### src/rtl/dcache_lsu.sv
// Load/store unit driving the 16-bit data cache port; byte stores run as read-modify-write.
// Optional build macro LSU_RANGE_CHECK_EN rejects word addresses beyond DEPTH.
module dcache_lsu #(
  parameter int DEPTH = 256,
  parameter int DW    = 16
) (
  input  logic          clk,
  input  logic          reset,
  input  logic          core_req,
  output logic          core_ready,
  input  logic          core_we,
  input  logic          core_byte,
  input  logic          core_sext,
  input  logic [15:0]   core_addr,
  input  logic [DW-1:0] core_wdata,
  output logic          rsp_valid,
  output logic [DW-1:0] rsp_rdata,
  output logic          rsp_err,
  output logic          mem_r_en,
  output logic          mem_w_en,
  output logic [15:0]   mem_addr,
  output logic [DW-1:0] mem_w_data,
  input  logic [DW-1:0] mem_r_data
);

  if (DW != 16 || DEPTH < 1 || DEPTH > 32768) begin : g_bad_cfg
    $error("dcache_lsu: unsupported DW/DEPTH");
  end

  typedef enum logic [2:0] {IDLE, RD, CAP, WR, RMW_RD, RMW_CAP, RMW_WR} state_e;

  state_e        state_q, state_d;
  logic          we_q, byte_q, sext_q;
  logic [15:0]   addr_q;
  logic [DW-1:0] wdata_q, merged_q;
  logic          rsp_valid_q, rsp_err_q;
  logic [DW-1:0] rsp_rdata_q;
  logic          accept, reject;

  function automatic logic [15:0] byte_load(input logic [15:0] word, input logic hi,
                                            input logic sext);
    logic [7:0] b;
    b = hi ? word[15:8] : word[7:0];
    return {(sext && b[7]) ? 8'hFF : 8'h00, b};
  endfunction

  function automatic logic [15:0] byte_merge(input logic [15:0] word, input logic [7:0] b,
                                             input logic hi);
    return hi ? {b, word[7:0]} : {word[15:8], b};
  endfunction

  assign accept = core_req && (state_q == IDLE);

  always_comb begin
    reject = core_addr[0] && !core_byte;
`ifdef LSU_RANGE_CHECK_EN
    if ({1'b0, core_addr[15:1]} >= 16'(DEPTH)) reject = 1'b1;
`endif
  end

  always_ff @(posedge clk or negedge reset) begin
    if (!reset) state_q <= IDLE;
    else        state_q <= state_d;
  end

  always_comb begin
    state_d = state_q;
    case (state_q)
      IDLE: begin
        if (accept && !reject) begin
          if (!core_we)       state_d = RD;
          else if (core_byte) state_d = RMW_RD;
          else                state_d = WR;
        end
      end
      RD:      state_d = CAP;
      CAP:     state_d = IDLE;
      WR:      state_d = IDLE;
      RMW_RD:  state_d = RMW_CAP;
      RMW_CAP: state_d = RMW_WR;
      RMW_WR:  state_d = IDLE;
      default: state_d = IDLE;
    endcase
  end

  // Request latches and registered response; rejected requests answer one cycle after acceptance.
  always_ff @(posedge clk or negedge reset) begin
    if (!reset) begin
      we_q        <= 1'b0;
      byte_q      <= 1'b0;
      sext_q      <= 1'b0;
      addr_q      <= '0;
      wdata_q     <= '0;
      merged_q    <= '0;
      rsp_valid_q <= 1'b0;
      rsp_err_q   <= 1'b0;
      rsp_rdata_q <= '0;
    end else begin
      rsp_valid_q <= 1'b0;
      rsp_err_q   <= 1'b0;
      if (accept) begin
        we_q    <= core_we;
        byte_q  <= core_byte;
        sext_q  <= core_sext;
        addr_q  <= core_addr;
        wdata_q <= core_wdata;
        if (reject) begin
          rsp_valid_q <= 1'b1;
          rsp_err_q   <= 1'b1;
        end
      end
      case (state_q)
        CAP: begin
          rsp_rdata_q <= byte_q ? byte_load(mem_r_data, addr_q[0], sext_q) : mem_r_data;
          rsp_valid_q <= 1'b1;
        end
        RMW_CAP: merged_q <= byte_merge(mem_r_data, wdata_q[7:0], addr_q[0]);
        WR, RMW_WR: rsp_valid_q <= 1'b1;
        default: ;
      endcase
    end
  end

  // Cache strobes decode from the state register only, so reset drops them asynchronously.
  assign core_ready = (state_q == IDLE);
  assign mem_r_en   = (state_q == RD) || (state_q == RMW_RD);
  assign mem_w_en   = (state_q == WR) || (state_q == RMW_WR);
  assign mem_addr   = {1'b0, addr_q[15:1]};
  assign mem_w_data = (state_q == WR)     ? wdata_q  :
                      (state_q == RMW_WR) ? merged_q : '0;

  assign rsp_valid = rsp_valid_q;
  assign rsp_err   = rsp_err_q;
  assign rsp_rdata = rsp_rdata_q;

  logic unused_we;
  assign unused_we = we_q;

endmodule
### config.mk
export PLATFORM = sky130hd
export DESIGN_NAME = dcache_lsu
export DESIGN_NICKNAME = d
export VERILOG_FILES = /design/src/rtl/dcache_lsu.sv
export SDC_FILE = /design/constraint.sdc
export NUM_CORES = 1
export LEC_CHECK = 0
export BUFFER_PORTS_ARGS = -buffer_cell sky130_fd_sc_hd__buf_4
export CORE_MARGIN = 2
export CORE_UTILIZATION = 55
export CTS_CLUSTER_DIAMETER = 150
export DETAILED_ROUTE_END_ITERATION = 7
export PLACE_DENSITY = 0.86
export SLEW_MARGIN = 40
export SYNTH_ARGS = -nofsm -noshare
export SYNTH_HDL_FRONTEND = slang
export SYNTH_SLANG_ARGS = --single-unit
### constraint.sdc
create_clock -name clk -period 4.7 [get_ports clk]
set_input_delay 0.94 -clock clk [delete_from_list [all_inputs] [get_ports clk]]
set_output_delay 0.94 -clock clk [all_outputs]
set_load 0.01 [all_outputs]
Word level (Yosys, flattened, before mapping)
Index checks and enable logic that the tools add are counted. W data, S select, Z words.

Equal/unequal tests: 7. Multiplexer cells: 13. Reductions and logical operators: 10.

Operator list (count): $mux W16 (4); $mux W8 (2); $pmux W3 S4 (1); $eq A3 B3 Y1 const B (3); $mux W3 (3); $eq A3 B2 Y1 const B (2); $logic_and A1 B1 Y1 (4); $eq A3 B1 Y1 const B (1); $logic_not A3 Y1 (1); $mux W1 (3); $reduce_or A3 Y1 (1); $logic_not A1 Y1 (2); $logic_or A1 B1 Y1 (2); $ne A2 B1 Y1 const B (1).

Output and inout port bits: 53. Word-level logic and storage cells: 39. Register bits: 71. Bits of input ports: 54.

Logic depth before layout (Yosys ltp)
Gate-level depths: netlist of run 1.

Depth after elaboration: 6. Mapped depth: 6. Depth with buffers taken out: 3.

Least setup slack after synthesis of run 1
OpenSTA, ideal clock, no wires.

Path type: reg-to-output. From: register state_q[0]. To: output mem_w_data[10]. Cell stages (with the launch flop): 7. Data required time: 3.760 ns. Arrival time: 1.260 ns. Setup slack: 2.500 ns. Path through: dfrtp_1 > buf_4 > inv_2 > and3_1 > buf_2 > buf_2 > a22o_1.

Word-level cells in the longest chain between the ends: 3. Elaborated cells on any way between the ends: 4. Those cells by class: 2 x eq/ne; 2 x mux.

Ends and longest elaborated chain: start, declared (RTL line 32) `state_e state_q, state_d;`; start signal, assigned (RTL line 63) `else state_q <= state_d;`; $eq A3 B3 Y1 (RTL line 130) `(state_q == RMW_WR) ? merged_q : '0;`; $mux W16 (RTL line 130); $mux W16 (*) (RTL line 129) `assign mem_w_data = (state_q == WR) ? wdata_q :`; end, declared (RTL line 22) `output logic [DW-1:0] mem_w_data,`.

Mark *: on every way between the ends. The rest lies on a longest branch, timed or not.

Final worst setup path of run 1
From: register state_q[0]. To: output mem_w_data[4].

The elaborated chain is that of the path after synthesis.

==> results of run 1 <==
area by class of cell:
cell class / count / area share (%)
flip-flops and latches: 71 / 41.9
multi-input cells: 172 / 31.6
repair buffers: 109 / 19.5
clock buffers: 11 / 3.33
well taps: 75 / 2.21
clock inverters: 5 / 1.36
inverters: 1 / 0.0884
flip-flops by register name (all words and copies together) (netlist names):
signal	count
addr_q	16
merged_q	16
rsp_rdata	16
wdata_q	16
state_q	3
byte_q	1
rsp_err	1
rsp_valid	1
sext_q	1
cell usage after synthesis, drive strengths merged:
library cell	n
xnor2	1
o21ai	16
and3	1
mux2i	24
a21oi	9
dfrtp	71
or4b	1
nand3	1
o31ai	1
conb	1
or2	1
nand2b	10
clkbuf	4
inv	1
nand2	20
a31oi	9
buf	30
mux2	35
a41oi	1
nand3b	1
nor3	3
a22o	16
nor4	1
nor2	18
nor3b	2
cell usage in the layout (no fill, tap or decap), types with 2 or more instances in the layout:
| cell | instances |
|---|---|
| clkinv_2 | 2 |
| a22o_1 | 16 |
| buf_6 | 3 |
| nand2b_1 | 9 |
| clkinv_4 | 2 |
| nor2_1 | 18 |
| nor3_1 | 2 |
| o21ai_0 | 16 |
| nor3b_4 | 2 |
| a31oi_1 | 9 |
| a21oi_1 | 9 |
| mux2_2 | 25 |
| nand2_1 | 20 |
| clkbuf_8 | 10 |
| mux2_4 | 10 |
| mux2i_1 | 24 |
| dfrtp_1 | 70 |
| buf_4 | 106 |
critical path: stages, from the launching register on:
cell	delay, ns
dfrtp_1	0.61
inv_2	0.13
nor3b_4	0.68
a22o_1	0.27
buf_4	0.13
logic make-up (layout without fill, tap and decap cells):
logic type / after synthesis / count (layout) / synth area share, %
AO/OA/AOI/OAI: 52 / 52 / 10.1
XOR/XNOR: 1 / 1 / 0.262
buffers and inverters: 35 / 126 / 7.13
flip-flops: 71 / 71 / 53.0
multiplexers: 59 / 59 / 20.1
other: 1 / 1 / 0.112
AND/OR/NAND/NOR: 59 / 59 / 9.30
worst min path at each step:
stage / start / endpoint / slack, ns / cells after the start
2_1_floorplan: merged_q[0] / merged_q[0] / 0.45 / 2
3_3_place_gp: merged_q[5] / merged_q[5] / 0.47 / 2
3_5_place_dp: merged_q[5] / merged_q[5] / 0.47 / 2
4_1_cts: merged_q[5] / merged_q[5] / 0.49 / 2
5_1_grt: merged_q[7] / merged_q[7] / 0.51 / 2
6_report: merged_q[7] / merged_q[7] / 0.49 / 2
power breakdown:
group / switching [uW] / internal [uW] / leakage (uW)
Combinational: 481 / 649 / 0.00112
Clock: 229 / 260 / 0.000103
Sequential: 266 / 915 / 0.000834
Total: 975 / 1820 / 0.00206
layer usage:
metal	GRT usage, %	vias to the layer above	share of wire, %
li1	-	1131	-
met1	30.1	1191	43
met2	38.5	78	50
met3	4.07	9	5.6
met4	11.2	0	1.7
met5	0	-	0
metrics by stage:
| step | cell area (um2) | power (uW) | setup WS [ns] | std cells | hold slack (ns) |
|---|---|---|---|---|---|
| CTS | 4240 | 2820 | 1.58 | 444 | 0.491 |
| global placement | 4010 | 2260 | 2.05 | 425 | 0.465 |
| detailed placement | 4050 | 2330 | 1.97 | 428 | 0.473 |
| floorplan | 3350 | 1950 | 2.50 | 278 | 0.450 |
| global route | 4240 | 2980 | 1.50 | 444 | 0.513 |
| finish | 4240 | 2800 | 1.59 | 444 | 0.489 |
==> run summary, run 1 <==
Fillcell total - 446
Clock tree buffer depth - 2
DP HPWL - 5210 um
Crit. End Element - output pin
Worst R2R Path Depth - 4
Cts bufs inserted - 9
Post_cts resized - 0
Drt initial violations - 171
Final Max Slew Viols - 0
Critical Setup Path Class - register to output pin
TritonCTS clock tree - built
Routed Antenna Nets - 0
DIE WIDTH - 82.0 um
Worst relative slew slack - 46.9%
Worst setup SP type - register
Row count - 28
FF-to-FF setup slack - 2.39 ns
Maximum VDD drop - 419 uV
Setup TNS - 0 ns
Total detailed-routing wirelength - 7400 um
H-tree depth - 3
Post-layout util - 71.7%
Die Span Y - 82.0 um
Cell accounting for the most synthesized area - dfrtp_1
Yosys top cell area share - 53.0%
PortBufs - 105
Final critical-path share of the clock period - 66.1%
Synth cell types - 31
CTS clock-pin slew for the worst setup and hold paths - 0.07 ns
Remaining DRCs - 0
RSZ-0062 raised after global routing - false
Lkg Pwr - 0.00206 uW
CP required - 3.76 ns
CTS Hold Buffers Added - 0
HP Class - register to register
Crit path from - state_q[0]
R2r endpoint - addr_q[10]
Die area - 6730 um2
Initial DRT Pass Iterations - 4
Initial antenna violation count - 0
Status - finished, final reports clean
Layout cells sized above 1 - 45.0%
Vias per cell - 5.43
Cells after Synth - 278
Post-Syn Area - 3350 um2
Setup bufs post-CTS - 0
Gr usage total - 23.4%
Largest net degree at the start of global routing - 72
Most area-consuming cells after synthesis - dfrtp_1 53%, mux2_2 8.4%, mux2i_1 7.2%
CTS sink cnt - 71
Via count - 2409
Syn Area/Cell - 12.0 um2
Storage cell area - 1780 um2
P per Cell Area - 659 nW/um2
Max FO, Critical Path - 17
Drt wl/cell - 16.7 um
Worst slew pin tran - 0.795 ns
Capture point of the worst path - mem_w_data[4]
Worst Skew - 0.00860 ns
# IOs - 107
Starting density of the core - 56.6%
Area Overhead vs Synth - 26.7%
#FFs+latches synth - 71
Global placement routability congestion - 0.827
CP Data Arrival Time - 2.17 ns
Core area - 5920 um2
Nets - 418
Endpoints failing hold - 0
Top achievable clock speed - 0.322 GHz
Vias in the first global route - 2370
Final Setup Violations - 0
FF-to-FF Start - state_q[2]
Total gr overflow - 0
First-pass GRT wire length - 11600 um
Max_cap viols - 0
Root Driver - clkbuf_8
Worst-skew pair later-pin latency - 0.34 ns
Minimum clock period - 3.11 ns
Part of the Yosys area used for sequential elements - 53.0%
Syn_nets - 332
Area taken by multi-input logic gates - 1340 um2
Diodes inserted - 0
Synth warn - 0
Power figures use the tool's default switching activity.
==> run 2: changes to the inputs <==
Settings changed: ABC_AREA from default to 1, CORE_UTILIZATION 55 to 52, PLACE_DENSITY 0.86 to 0.82.
Clock period 4.7 ns to 2.9 ns, I/O delays scaled along.
==> run 2 against run 1 <==
Net effect:
- design area is 3.8% higher
- synthesized area is 6.1% higher
- combinational power is 74% higher
- clock skew is 0.0018 ns higher
- clock-buffer cell count stayed put
- largest cell class unchanged
- via count is 28% higher
- critical path depth stayed put
- non-clock buffer count is 3 lower
- highest routed layer unchanged
==> run summary, run 2 <==
Max FO, Critical Path - 18
Total detailed-routing wirelength - 8290 um
Synth cell types - 24
# IOs - 107
Post-Syn Area - 3550 um2
Most common cell in the netlist - nand2_1
Via count - 3077
Critical Setup Path Class - register to output pin
CP Data Arrival Time - 1.86 ns
Root Driver - clkbuf_8
First-pass GRT wire length - 13900 um
Part of the Yosys area used for sequential elements - 50.0%
Row count - 30
Flop pwr share - 37.8%
Worst-skew pair later-pin latency - 0.34 ns
Gr usage total - 23.6%
Syn_nets - 499
H-tree depth - 3
Die Span Y - 86.7 um
Pre-CTS setup slack - 0.845 ns
Worst slew pin tran - 0.639 ns
Status - finished, final reports clean
DIE WIDTH - 86.7 um
Clock power share - 19.7%
PortBufs - 105
Max_cap viols - 0
Synth warn - 0
Layout cells sized above 1 - 25.0%
CTS clock-pin slew for the worst setup and hold paths - 0.08 ns
Maximum VDD drop - 647 uV
Vias per cell - 5.04
Vias in the first global route - 3025
Primary FF master, synth - dfrtp_1
CTS Hold Buffers Added - 0
Most area-consuming cells after synthesis - dfrtp_1 50%, nand2_1 15%, inv_1 7.8%
Top achievable clock speed - 0.410 GHz
Largest net degree at the start of global routing - 72
Min Hold Slack - 0.216 ns
Global placement routability congestion - 0.853
Final critical-path share of the clock period - 84.2%
Lkg Pwr - 0.00244 uW
Logic pwr share - 42.5%
CTS sink cnt - 71
Endpoints failing hold - 0
Routed Antenna Nets - 0
Slowest cell on crit path - dfrtp_1
Sw frac - 39.4%
Cts bufs inserted - 9
Initial DRT Pass Iterations - 4
Final Max Slew Viols - 0
Setup TNS - 0 ns
Most frequent cells in the layout - 145 x nand2_1, 105 x buf_4, 74 x inv_1
Starting density of the core - 52.9%
Worst Skew - 0.0104 ns
Async SR Flop Fraction - 100%
Crit. End Element - output pin
TritonCTS clock tree - built
EDFF count, synth - 0
Cells after Synth - 445
Minimum clock period - 2.44 ns
Yosys top cell area share - 50.0%
Core area - 6720 um2
Total gr overflow - 0
Drt wl/cell - 13.6 um
Commonest cells in the netlist - 145 x nand2_1, 74 x inv_1, 71 x dfrtp_1, 45 x o21ai_0, 20 x buf_4
Final Setup Violations - 0
P per Cell Area - 1050 nW/um2
HP Class - primary input to async pin
Setup bufs post-CTS - 0
Area Overhead vs Synth - 24.0%
Total Power - 4640 uW
Slowest stage delay, CP - 0.46 ns
Post_cts resized - 0
Initial antenna violation count - 0
CP required - 2.32 ns
Remaining DRCs - 0
Post-layout util - 65.6%
Clock tree buffer depth - 2
Cell accounting for the most synthesized area - dfrtp_1
#FFs+latches synth - 71
Net switching power - 1830 uW
Drt initial violations - 213
Worst setup SP type - register
Crit path cell chain - inv_2 -> nand3_2 -> o22ai_1 -> buf_4
Diodes inserted - 0
RSZ-0062 raised after global routing - false
Most common cell after layout, fill and taps aside - nand2_1
Syn Area/Cell - 7.98 um2
DP HPWL - 5750 um
Nets - 580
Setup slack after layout - 0.458 ns
Worst relative slew slack - 57.4%
Die area - 7510 um2
Int Power - 2810 uW
## run 2: cell count changes after synthesis, moves of 10 or more
cell,delta
mux2_4,-10
a22o_1,-16
mux2i_1,-24
o21ai_0,+29
o22ai_1,+17
mux2_2,-25
nand2_1,+125
inv_1,+74
## run 2: logic make-up after synthesis
family          Yosys count  synth area share, %
other cells               1                0.106
buf+inv                 113                 16.0
flops                    71                 50.0
compound gates           86                 13.3
simple gates            174                 20.6
## run 2: area by class of cell
cell class	instances	area (um2)
Inverter	77	292
Clock inverter	5	80.1
Fill cell	565	2310
Tap cell	80	100
Sequential cell	71	1780
Multi-Input combinational cell	261	1210
Clock buffer	11	151
Timing Repair Buffer	106	800
## run 2: worst max-delay path, delay by kind of cell, from the launching register on
family                 cells  cell delay [ns]
flip-flops                 1             0.46
AO/OA/AOI/OAI              1             0.37
AND/OR/NAND/NOR            1             0.36
buffers and inverters      2             0.33
## run 2: final timing paths
kind	startpoint	endpoint	slack, ns	depth (start not counted)
max in group asynchronous	reset	wdata_q[12]	2.22	1
worst min register to register	addr_q[4]	addr_q[4]	0.48	2
worst max-delay path	state_q[0]	mem_w_data[0]	0.46	4
min in group clk	core_addr[4]	addr_q[4]	0.43	3
worst min-delay path	reset	wdata_q[13]	0.22	1
worst max register to register	addr_q[0]	rsp_rdata[1]	1.24	3
## run 2: power by group through the flow
| stage | Combinational (uW) | Sequential [uW] | Clock, uW |
|---|---|---|---|
| floorplan | 1460 | 1720 | 0 |
| global placement | 1910 | 1760 | 0 |
| detailed placement | 1970 | 1770 | 0 |
| CTS | 1990 | 1760 | 920 |
| global route | 2250 | 1820 | 964 |
| finish | 1970 | 1760 | 914 |
## run 2: per-stage QoR
step	instances	cell area [um2]
detailed placement	595	4170
finish	611	4410
floorplan	445	3550
global route	611	4410
CTS	611	4410
global placement	595	4170
## run 2: layer usage
layer  wire length (um)  GRT usage, %  vias up
met4                 84          6.68        0
met2               4060          38.5       98
met5                  0             0        -
met1               3600          31.5     1456
li1                   -             -     1512
met3                542          5.52       11
==> run 3: changes to the inputs <==
Clock period 2.9 ns to 2.35 ns, I/O delays scaled along.
==> run 3 against run 2 <==
Net effect:
- non-clock buffer count did not move
- core utilization down 0.65 points
- combinational power grew 25%
- design area decreased by 0.99%
- highest routed layer unchanged
==> run summary, run 3 (synthesized netlist as in run 2, its figures left out) <==
Clock tree buffer depth - 2
Row count - 30
Remaining DRCs - 0
Worst setup SP type - register
Max_cap viols - 0
Lkg Pwr - 0.00241 uW
Setup TNS - 0 ns
Nets - 580
HP Class - primary input to async pin
Fillcell total - 587
Die area - 7510 um2
Worst R2R Path Depth - 4
Sw frac - 41.0%
Starting density of the core - 52.9%
# IOs - 107
Area Overhead vs Synth - 22.8%
Die Span Y - 86.7 um
DIE WIDTH - 86.7 um
Int Power - 3230 uW
FF-to-FF Start - state_q[1]
Area after DPL - 4170 um2
Most frequent cells in the layout - 145 x nand2_1, 105 x buf_4, 74 x inv_1
Final Max Slew Viols - 0
Worst Skew - 0.00393 ns
R2r endpoint - wdata_q[11]
Global placement routability congestion - 0.843
Diodes inserted - 0
Clock power share - 15.6%
H-tree depth - 3
Endpoints failing hold - 0
Drt initial violations - 203
TritonCTS clock tree - built
Top achievable clock speed - 0.473 GHz
Met3 Track Usage GR - 5.33%
Storage cell area - 1780 um2
Total detailed-routing wirelength - 8030 um
Worst slew pin tran - 0.652 ns
Final Setup Violations - 0
Largest net degree at the start of global routing - 72
Logic pwr share - 45.1%
Worst-skew pair later-pin latency - 0.33 ns
Most common cell after layout, fill and taps aside - nand2_1
Layout cells sized above 1 - 24.9%
Capture point of the worst path - mem_w_data[1]
Vias in the first global route - 2925
FF-to-FF setup slack - 0.70 ns
Met1 global-route usage - 28.3%
RSZ-0062 raised after global routing - false
CP required - 1.88 ns
Min Hold Slack - 0.118 ns
Final critical-path share of the clock period - 89.9%
P per Cell Area - 1250 nW/um2
Drt wl/cell - 13.2 um
Maximum VDD drop - 763 uV
Cts bufs inserted - 9
Grt met2 use - 37.6%
Flop pwr share - 39.3%
PortBufs - 105
Status - finished, final reports clean
Max FO, Critical Path - 18
Root Driver - clkbuf_8
CP Data Arrival Time - 1.64 ns
Setup bufs post-CTS - 0
Core area - 6720 um2
Initial antenna violation count - 0
First-pass GRT wire length - 13000 um
GRT busiest layer - met2
Crit path from - state_q[0]
Critical Setup Path Class - register to output pin
Initial DRT Pass Iterations - 5
Vias per cell - 4.97
Total gr overflow - 0
Area taken by multi-input logic gates - 1220 um2
Net switching power - 2240 uW
Minimum clock period - 2.11 ns
CTS clock-pin slew for the worst setup and hold paths - 0.07 ns
Gr usage total - 22.1%
Via count - 3032
Crit. End Element - output pin
DP HPWL - 5700 um
Worst relative slew slack - 56.6%
Routed Antenna Nets - 0
Post-Layout Inst Area - 4360 um2
CTS sink cnt - 71
run 3: changes by cell type in the layout (fill, tap and decap cells not counted), sizes merged:
cell      before  now
clkinvlp       2    4
bufinv         2    0
clkbuf        11   10
run 3: what timing repair did:
item | CTS | global route
hold buffers | 0 | 0
setup endpoints to repair | 0 | 11
hold endpoints to repair | 0 | 0
gates resized for setup | 0 | 2
run 3: how the worst min path moves through the flow:
| stage | startpoint | endpoint | cells past startpoint |
|---|---|---|---|
| after floorplan | reset | addr_q[0] | 0 |
| after global placement | addr_q[6] | addr_q[6] | 2 |
| after detailed placement | addr_q[4] | addr_q[4] | 2 |
| after CTS | reset | merged_q[13] | 1 |
| after global routing | reset | merged_q[5] | 1 |
| final | reset | merged_q[6] | 1 |
run 3: final cells by class:
type / count / area share [%]
Clock buffer: 10 / 3.16
Clock inverter: 5 / 0.803
Inverter: 77 / 6.68
Multi-Input combinational cell: 261 / 28.0
Sequential cell: 71 / 40.7
Tap cell: 80 / 2.29
Timing Repair Buffer: 106 / 18.3
run 3: critical path: stages (launching register included):
cell     delay, ns
dfrtp_1       0.48
inv_2         0.17
nand3_4       0.22
o22ai_1       0.27
buf_4         0.16
run 3: stage by stage:
step	util (%)	std cells	power [uW]	setup slack, ns
final	64.9	610	5470	0.238
after global routing	64.9	610	5930	0.137
after CTS	64.7	610	5500	0.0712
after detailed placement	62.1	595	4630	0.452
after global placement	62.1	595	4530	0.526
after floorplan	-	445	3920	0.750
run 3: per-layer routing:
metal	vias up	share of wire (%)
met1	1405	42
met3	8	6.6
li1	1507	-
met2	112	50
met4	0	1.2
met5	-	0
run 3: power groups by stage:
stage	Combinational, uW	Clock (uW)	Sequential (uW)
6_report	2470	852	2150
5_1_grt	2780	930	2220
4_1_cts	2490	879	2140
3_5_place_dp	2470	0	2160
3_3_place_gp	2390	0	2140
2_1_floorplan	1800	0	2130
